### config.mk
export PLATFORM = sky130hd
export DESIGN_NAME = ips2l_pcie_dma_tx_arbiter
export DESIGN_NICKNAME = d
export VERILOG_FILES = /design/src/rtl/ips2l_pcie_dma_pkg.sv /design/src/rtl/ips2l_pcie_dma_tx_arb_sel.sv /design/src/rtl/ips2l_pcie_dma_tx_arbiter.sv
export SDC_FILE = /design/constraint.sdc
export NUM_CORES = 1
export LEC_CHECK = 0
export CAP_MARGIN = 20
export CORE_AREA = 5 5 225 227
export DETAILED_ROUTE_END_ITERATION = 10
export DIE_AREA = 0 0 230 232
export PLACE_DENSITY = 0.44
export REMOVE_ABC_BUFFERS = 1
export SLEW_MARGIN = 10
export SYNTH_ARGS = -nofsm -noshare
export SYNTH_HDL_FRONTEND = slang
export SYNTH_SLANG_ARGS = --single-unit
### constraint.sdc
create_clock -name clk -period 1.8 [get_ports clk]
set_clock_uncertainty 0.1 [all_clocks]
set_input_delay 0.18 -clock clk [delete_from_list [all_inputs] [get_ports clk]]
set_output_delay 0.18 -clock clk [all_outputs]
set_load 0.02 [all_outputs]
### src/rtl/ips2l_pcie_dma_pkg.sv
// Shared definitions for the PCIe DMA TX path: channel indices, arbiter FSM states, default priority order.
// Optional build macro IPS2L_PCIE_DMA_TX_ARB_RR_EN selects round-robin arbitration in users of this package.
package ips2l_pcie_dma_pkg;

    localparam int unsigned NUM_CH = 3;
    localparam int unsigned DATA_W = 128;

    localparam logic [1:0] CH_CPLD = 2'd0;
    localparam logic [1:0] CH_MRD  = 2'd1;
    localparam logic [1:0] CH_MWR  = 2'd2;

    typedef enum logic [0:0] {
        ST_IDLE = 1'b0,
        ST_XFER = 1'b1
    } arb_state_e;

    // Default priority: rank 0 is served first.
    function automatic logic [1:0] prio_ch(input logic [1:0] rank);
        case (rank)
            2'd0:    prio_ch = CH_CPLD;
            2'd1:    prio_ch = CH_MWR;
            default: prio_ch = CH_MRD;
        endcase
    endfunction

    function automatic logic [2:0] ch_onehot(input logic [1:0] ch);
        ch_onehot = 3'b001 << ch;
    endfunction

    function automatic logic [1:0] oh_to_idx(input logic [2:0] oh);
        case (oh)
            3'b001:  oh_to_idx = 2'd0;
            3'b010:  oh_to_idx = 2'd1;
            default: oh_to_idx = 2'd2;
        endcase
    endfunction

    function automatic logic [1:0] next_ch(input logic [1:0] ch);
        case (ch)
            2'd0:    next_ch = 2'd1;
            2'd1:    next_ch = 2'd2;
            default: next_ch = 2'd0;
        endcase
    endfunction

endpackage

### src/rtl/ips2l_pcie_dma_tx_arb_sel.sv
// Combinational grant selection for the DMA TX arbiter: request vector in, one-hot grant out.
// sel_ctl carries the aged-channel vector, or the last grant when IPS2L_PCIE_DMA_TX_ARB_RR_EN is defined.
module ips2l_pcie_dma_tx_arb_sel
    import ips2l_pcie_dma_pkg::*;
(
    input  logic [2:0] req,
    input  logic [2:0] sel_ctl,
    output logic [2:0] grant
);

`ifdef IPS2L_PCIE_DMA_TX_ARB_RR_EN

    logic [1:0] last_s;
    logic [1:0] c1_s;
    logic [1:0] c2_s;
    logic [1:0] c3_s;

    // Round-robin: search starts at the channel after the last granted one.
    always_comb begin
        last_s = oh_to_idx(sel_ctl);
        c1_s   = next_ch(last_s);
        c2_s   = next_ch(c1_s);
        c3_s   = next_ch(c2_s);
        if (req[c1_s]) begin
            grant = ch_onehot(c1_s);
        end else if (req[c2_s]) begin
            grant = ch_onehot(c2_s);
        end else if (req[c3_s]) begin
            grant = ch_onehot(c3_s);
        end else begin
            grant = 3'b000;
        end
    end

`else

    logic [2:0] aged_req_s;

    function automatic logic [2:0] pick_fixed(input logic [2:0] v);
        if (v[prio_ch(2'd0)]) begin
            pick_fixed = ch_onehot(prio_ch(2'd0));
        end else if (v[prio_ch(2'd1)]) begin
            pick_fixed = ch_onehot(prio_ch(2'd1));
        end else if (v[prio_ch(2'd2)]) begin
            pick_fixed = ch_onehot(prio_ch(2'd2));
        end else begin
            pick_fixed = 3'b000;
        end
    endfunction

    // Aged requesters pre-empt the fixed order; fixed order breaks ties among them.
    always_comb begin
        aged_req_s = req & sel_ctl;
        if (|aged_req_s) begin
            grant = pick_fixed(aged_req_s);
        end else begin
            grant = pick_fixed(req);
        end
    end

`endif

endmodule

### src/rtl/ips2l_pcie_dma_tx_arbiter.sv
// Packet-granular arbiter merging the CPLD/MRD/MWR TLP streams onto the single core TX AXI-stream port.
// Define IPS2L_PCIE_DMA_TX_ARB_RR_EN for round-robin selection (no aging); default is fixed priority with aging.
module ips2l_pcie_dma_tx_arbiter
    import ips2l_pcie_dma_pkg::*;
#(
    parameter int unsigned MAX_WAIT  = 16,
    parameter int unsigned CNT_WIDTH = 16
) (
    input  logic                 clk,
    input  logic                 rst_n,
    input  logic [2:0]           i_s_tvld,
    input  logic [383:0]         i_s_tdata,
    input  logic [2:0]           i_s_tlast,
    input  logic [2:0]           i_s_tuser,
    output logic [2:0]           o_s_trdy,
    output logic                 o_m_tvld,
    output logic [127:0]         o_m_tdata,
    output logic                 o_m_tlast,
    output logic                 o_m_tuser,
    input  logic                 i_m_trdy,
    output logic [2:0]           o_grant,
    output logic                 o_busy,
    input  logic                 i_tx_restart,
    output logic [CNT_WIDTH-1:0] o_tlp_cnt0,
    output logic [CNT_WIDTH-1:0] o_tlp_cnt1,
    output logic [CNT_WIDTH-1:0] o_tlp_cnt2
);

    arb_state_e           state_r;
    arb_state_e           state_nxt_s;
    logic [2:0]           grant_r;
    logic [2:0]           grant_nxt_s;
    logic [2:0]           sel_grant_s;
    logic [2:0]           sel_hint_s;
    logic                 busy_r;
    logic                 xfer_s;
    logic                 arb_s;
    logic                 last_acc_s;
    logic [CNT_WIDTH-1:0] cnt_r [NUM_CH];

    assign xfer_s = (state_r == ST_XFER);
    assign arb_s  = (state_r == ST_IDLE) & (|i_s_tvld);

    ips2l_pcie_dma_tx_arb_sel u_sel (
        .req     (i_s_tvld),
        .sel_ctl (sel_hint_s),
        .grant   (sel_grant_s)
    );

    // Datapath mux driven by the registered grant; everything reads zero outside XFER.
    always_comb begin
        o_m_tvld  = 1'b0;
        o_m_tdata = 128'd0;
        o_m_tlast = 1'b0;
        o_m_tuser = 1'b0;
        o_s_trdy  = 3'b000;
        for (int k = 0; k < NUM_CH; k++) begin
            o_m_tvld    |= xfer_s & grant_r[k] & i_s_tvld[k];
            o_m_tdata   |= {DATA_W{xfer_s & grant_r[k]}} & i_s_tdata[DATA_W*k +: DATA_W];
            o_m_tlast   |= xfer_s & grant_r[k] & i_s_tlast[k];
            o_m_tuser   |= xfer_s & grant_r[k] & i_s_tuser[k];
            o_s_trdy[k]  = xfer_s & grant_r[k] & i_m_trdy;
        end
    end

    assign last_acc_s = o_m_tvld & i_m_trdy & o_m_tlast;

    // Next-state: grant is taken in IDLE and held until the tlast beat is accepted.
    always_comb begin
        state_nxt_s = state_r;
        grant_nxt_s = grant_r;
        case (state_r)
            ST_IDLE: begin
                if (|i_s_tvld) begin
                    state_nxt_s = ST_XFER;
                    grant_nxt_s = sel_grant_s;
                end else begin
                    state_nxt_s = ST_IDLE;
                    grant_nxt_s = 3'b000;
                end
            end
            ST_XFER: begin
                if (last_acc_s) begin
                    state_nxt_s = ST_IDLE;
                    grant_nxt_s = 3'b000;
                end else begin
                    state_nxt_s = ST_XFER;
                    grant_nxt_s = grant_r;
                end
            end
            default: begin
                state_nxt_s = ST_IDLE;
                grant_nxt_s = 3'b000;
            end
        endcase
    end

    // FSM, grant and busy registers.
    always_ff @(posedge clk or negedge rst_n) begin
        if (!rst_n) begin
            state_r <= ST_IDLE;
            grant_r <= 3'b000;
            busy_r  <= 1'b0;
        end else begin
            state_r <= state_nxt_s;
            grant_r <= grant_nxt_s;
            busy_r  <= (state_nxt_s == ST_XFER);
        end
    end

`ifdef IPS2L_PCIE_DMA_TX_ARB_RR_EN

    logic [2:0] last_r;

    // Last-grant pointer; reset to channel 2 so channel 0 is searched first.
    always_ff @(posedge clk or negedge rst_n) begin
        if (!rst_n) begin
            last_r <= 3'b100;
        end else if (arb_s) begin
            last_r <= sel_grant_s;
        end else begin
            last_r <= last_r;
        end
    end

    assign sel_hint_s = last_r;

`else

    localparam logic [7:0] AGE_MAX = 8'(MAX_WAIT);

    logic [7:0] age_r [NUM_CH];

    // Aging: count lost arbitrations, saturate at AGE_MAX, clear on grant.
    always_ff @(posedge clk or negedge rst_n) begin
        if (!rst_n) begin
            for (int k = 0; k < NUM_CH; k++) begin
                age_r[k] <= 8'd0;
            end
        end else if (arb_s) begin
            for (int k = 0; k < NUM_CH; k++) begin
                if (sel_grant_s[k]) begin
                    age_r[k] <= 8'd0;
                end else if (i_s_tvld[k] && (age_r[k] != AGE_MAX)) begin
                    age_r[k] <= age_r[k] + 8'd1;
                end else begin
                    age_r[k] <= age_r[k];
                end
            end
        end else begin
            for (int k = 0; k < NUM_CH; k++) begin
                age_r[k] <= age_r[k];
            end
        end
    end

    always_comb begin
        for (int k = 0; k < NUM_CH; k++) begin
            sel_hint_s[k] = (age_r[k] == AGE_MAX);
        end
    end

`endif

    // Completed-TLP counters; restart beats a coincident increment.
    always_ff @(posedge clk or negedge rst_n) begin
        if (!rst_n) begin
            for (int k = 0; k < NUM_CH; k++) begin
                cnt_r[k] <= {CNT_WIDTH{1'b0}};
            end
        end else begin
            for (int k = 0; k < NUM_CH; k++) begin
                if (i_tx_restart) begin
                    cnt_r[k] <= {CNT_WIDTH{1'b0}};
                end else if (last_acc_s && grant_r[k]) begin
                    cnt_r[k] <= cnt_r[k] + CNT_WIDTH'(1'b1);
                end else begin
                    cnt_r[k] <= cnt_r[k];
                end
            end
        end
    end

    assign o_grant    = grant_r;
    assign o_busy     = busy_r;
    assign o_tlp_cnt0 = cnt_r[0];
    assign o_tlp_cnt1 = cnt_r[1];
    assign o_tlp_cnt2 = cnt_r[2];

endmodule

; Word level (Yosys, flattened, before mapping)
; Index checks and enable logic that the tools add are counted.
[totals]
register_bits = 76
inputBits = 397
output_inout_bits = 186
word_cells = 94
[classes]
addsub = 6
n_eq_ne = 7
mux = 25
bitwise = 31
n_reduce_logical = 17
[op_table]
columns = op, count
row1 = $and A128 B128 Y128, 3
row2 = $or A128 B128 Y128, 2
row3 = $mux W16, 6
row4 = $add A16 B1 Y16 const B, 3
row5 = $mux W8, 6
row6 = $add A8 B1 Y8 const B, 3
row7 = $eq A8 B5 Y1 const B, 3
row8 = $ne A8 B5 Y1 const B, 3
row9 = $mux W3, 7
row10 = $and A1 B1 Y1, 18
row11 = $reduce_bool A2 Y1, 6
row12 = $logic_and A1 B1 Y1, 6
row13 = $or A1 B1 Y1, 6
row14 = $pmux W3 S2, 1
row15 = $reduce_and A2 Y1, 3
row16 = $reduce_or A3 Y1, 2
row17 = $mux W2, 2
row18 = $and A3 B3 Y3, 1
row19 = $mux W1, 2
row20 = $ne A2 B1 Y1 const B, 1
row21 = $pmux W1 S2, 1
row22 = $not A1 Y1, 1

; Longest topological paths before layout
[logic_depth]
word_depth = 9
ltp_mapped = 8
mapped_depth_nobuf = 7

; Hierarchy
; Synthesis repeated with hierarchy kept, for this count alone.
[hier_totals]
cells_unflattened = 878
hier_area_um2 = 6301.0
[by_module_without_submodules]
columns = module, instances, cells_each, area_each_um2, seq_area_each_um2
row1 = ips2l_pcie_dma_tx_arbiter, 1, 869, 6234.7, 1901.8
row2 = ips2l_pcie_dma_tx_arb_sel, 1, 9, 66.3, 0.0

; Least setup slack after synthesis
; OpenSTA, ideal clock, no wires.
[synth_path]
kind = flip-flop to output port
start = register o_busy (netlist name)
end = output port o_m_tdata[117]
t_arrival_ns = 1.822
required_time_ns = 1.520
slack_ns = -0.302
stages_incl_launch_ff = 7
n_path_buf = 3
cell_sequence = dfrtp_1 > clkbuf_1 > and2_1 > clkbuf_1 > clkbuf_1 > a22oi_1 > nand2_1
[synth_lines]
columns = element, line_no
row1 = end: declaration, ips2l_pcie_dma_tx_arbiter.sv:17  ; output logic [127:0] o_m_tdata,

==> flow_metrics.py <==
metrics = {
    "run_status": {
        "status": "finished with violations",
        "violations": "setup timing",
    },
    "sta": {
        "fin_setup_tns_ns": -56.78,
        "min_period_ns": 2.27,
        "slew_headroom_pct": 42.9,
        "fmax_mhz": 440,
        "final.period_utilization_pct": 126,
        "rsz0062_at_grt": "true",
        "finalSetupViolCount": 201,
        "whs_ns": 0.188,
        "hold_violations": 0,
        "worst_slack_ns": -0.474,
        "worstMarginPinSlew_ns": 0.856,
        "slew_violations": 0,
    },
    "critical_path": {
        "start_kind": "flop",
        "slowest_delay_ns": 0.42,
        "cpMaxStageDelayCell": "dfrtp_1",
        "worst-r2r-cell-count": 10,
        "crit_path_start": "o_busy",
        "cp-end-kind": "primary output",
        "rr_startpoint": "o_grant[2]",
        "setup.worst_path.class": "flop to primary output",
        "worstPathRequired_ns": 1.52,
        "r2r-end": "o_tlp_cnt2[6]",
        "critPathArrivalTime_ns": 1.99,
        "critical_path.endpoint": "o_m_tdata[11]",
        "cp_cell_sequence": "and2_4, buf_4, buf_12, buf_12, a22oi_2, nand2_8, buf_12",
        "reg2reg_slack_ns": -0.39,
        "cp_common_cell": "buf_12",
        "crit_fanout": 12,
    },
    "synthesis": {
        "synth_edf_count": 0,
        "ys_ff_latch": 76,
        "syn_inst": 858,
        "synth_area_per_cell_um2": 7.20,
        "netlist_area_mm2": 0.00618,
        "yosys.cell_types.count": 51,
        "yosysSeqAreaShare_pct": 30.8,
        "ys.flop_type": "dfrtp_1",
        "yosys_warnings": 0,
        "ys_async_sr_fraction_pct": 100,
    },
    "die": {
        "rows": 81,
        "fp.dieW_um": 230,
        "die_area_mm2": 0.0534,
        "start_util_pct": 12.8,
        "die_y_um": 232,
        "core-area_mm2": 0.0484,
        "pin_count": 583,
    },
    "pwr": {
        "leakagePower_nw": 7.98,
        "power_mw": 27.0,
        "power_density_mw_per_mm2": 1500,
        "vdd_drop_max_uv": 882,
    },
    "cells_and_area": {
        "drive_above_1_share_pct": 45.3,
        "layout_commonest_cell": "clkdlybuf4s50_1",
        "final_cell_area_mm2": 0.0181,
        "area_growth_pct": 192,
        "nets": 2065,
        "final_cell_mix": "clkdlybuf4s50_1, buf_6, nand2_1",
    },
    "detailed_routing": {
        "routed_via_density": 4.28,
        "firstDrtPassIters": 5,
        "drt.antenna.violating_nets": 0,
        "vias": 9825,
        "drt_iter0_drc": 458,
        "drcViolationCount": 0,
        "wl_per_cell_um": 24.3,
        "drt-total-wl_um": 55700,
    },
    "clock_tree": {
        "cts_buffers": 9,
        "htree_levels": 3,
        "numClockSinks": 76,
        "cts_root_buf": "clkbuf_16",
        "path_clk_slew_ns": 0.06,
        "cts_buffer_depth": 2,
        "cts_tree": "done",
        "clkLatencyLatePin_ns": 0.34,
    },
    "placement": {
        "hpwl_um": 41400,
        "portBuffers": 582,
        "place.gp.congestion": 0.907,
        "placedInstanceArea_mm2": 0.0139,
    },
    "global_routing": {
        "track_usage_pct": 18.8,
        "grt_pass1_wl_um": 73200,
        "grt_max_degree": 28,
        "grt_pass1_vias": 9830,
        "overflow": 0,
        "antenna_found_initial": 19,
    },
    "worst_hold_path": {
        "min_path_type": "input pin to asynchronous set/reset pin",
    },
    "flow_run": {
        "drv_cap": 0,
    },
}
stage by stage:
step           setup slack, ns  instances  util [%]
2_1_floorplan            -2.62        800         -
3_3_place_gp            -0.679       2147      28.7
3_5_place_dp            -0.671       2147      28.7
4_1_cts                 -0.512       2224      33.1
5_1_grt                 -0.542       2295      37.3
6_report                -0.474       2296      37.3
area by class of cell:
type                            count  area (µm²)
Inverter                           18        67.6
Sequential cell                    76        1900
Tap cell                          622         778
Clock inverter                      4        98.8
Clock buffer                       11         233
Fill cell                        4871       30400
Timing Repair Buffer              847        9170
Antenna cell                       11        27.5
Multi-Input combinational cell    707        5800
what timing repair did:
action | CTS | global route
endpoints found under the hold margin | 47 | 0
gates resized for setup | 668 | 474
cloned | 18 | 8
buffers inserted | 44 | 75
endpoints found under the setup margin | 215 | 221
hold buffers | 1 | 0
pin swaps | 98 | 199
metal layers:
layer  track usage, %  vias to the layer above  share of wire, %
li1                 -                     4640                 -
met3             4.54                       73               5.6
met5                0                        -              0.12
met2             32.1                      331                51
met4             7.86                       12               3.7
met1             22.7                     4769                40
cells in the mapped netlist, types with 2 or more instances:
| library cell | number | area, µm² |
|---|---|---|
| dfrtp_1 | 76 | 1900 |
| o31ai_1 | 2 | 15.0 |
| xnor2_1 | 20 | 175 |
| ha_1 | 9 | 113 |
| or3_1 | 6 | 37.5 |
| nor2_1 | 73 | 274 |
| a22oi_1 | 129 | 968 |
| or2_2 | 2 | 12.5 |
| nor4_1 | 3 | 18.8 |
| nand4_1 | 19 | 119 |
| o21bai_1 | 2 | 15.0 |
| a21o_1 | 3 | 22.5 |
| a31oi_1 | 2 | 12.5 |
| inv_1 | 18 | 67.6 |
| nor4_2 | 6 | 75.1 |
| xor2_1 | 33 | 289 |
| nand3_1 | 26 | 130 |
| nor3_2 | 4 | 40.0 |
| a222oi_1 | 2 | 20.0 |
| and4_1 | 7 | 61.3 |
| nor2b_1 | 5 | 31.3 |
| nor3_1 | 5 | 25.0 |
| a21oi_1 | 9 | 45.0 |
| nand4bb_1 | 2 | 22.5 |
| a22o_1 | 3 | 26.3 |
| buf_6 | 3 | 33.8 |
| and3_1 | 11 | 68.8 |
| nand2_1 | 285 | 1070 |
| and2_1 | 6 | 37.5 |
| clkbuf_1 | 53 | 199 |
| o21ai_0 | 14 | 70.1 |
logic make-up (layout without fill, tap and decap cells):
group | Yosys count | after routing | share of synthesized area (%)
simple gates | 468 | 469 | 34.1
compound gates | 175 | 175 | 20.6
flops | 76 | 76 | 30.8
buf+inv | 76 | 880 | 5.00
xor+xnor | 53 | 53 | 7.51
fa+ha+maj | 9 | 9 | 1.82
mux | 1 | 1 | 0.162
other cells | 0 | 11 | 0
sequential cells by signal (all words and copies together), names as in the netlist:
signal / flops
o_busy: 1
o_grant: 3
o_tlp_cnt1: 16
o_tlp_cnt2: 16
age_r: 24
o_tlp_cnt0: 16
where the power goes:
part / leakage [nW] / switching (mW) / internal, mW
combinational: 6.78 / 11.3 / 11.7
clock: 0.160 / 0.723 / 1.35
sequential: 1.04 / 0.132 / 1.86
total: 7.98 / 12.2 / 14.9
worst max-delay path, delay by kind of cell, from the launching register on:
family / cells / cell delay [ns]
compound gates: 1 / 0.29
buf+inv: 4 / 0.60
flops: 1 / 0.42
simple gates: 2 / 0.31
worst min-delay path by stage:
stage                          endpoint  slack (ns)  depth (start not counted)
final                     o_tlp_cnt0[1]        0.19                          2
after global routing      o_tlp_cnt0[9]        0.22                          2
after CTS                 o_tlp_cnt0[7]        0.19                          2
after detailed placement  o_tlp_cnt0[1]       0.007                          1
after global placement    o_tlp_cnt0[1]       0.004                          1
after floorplan                age_r[0]       -0.22                          0
Note: power is estimated with default switching activity, not from simulation.
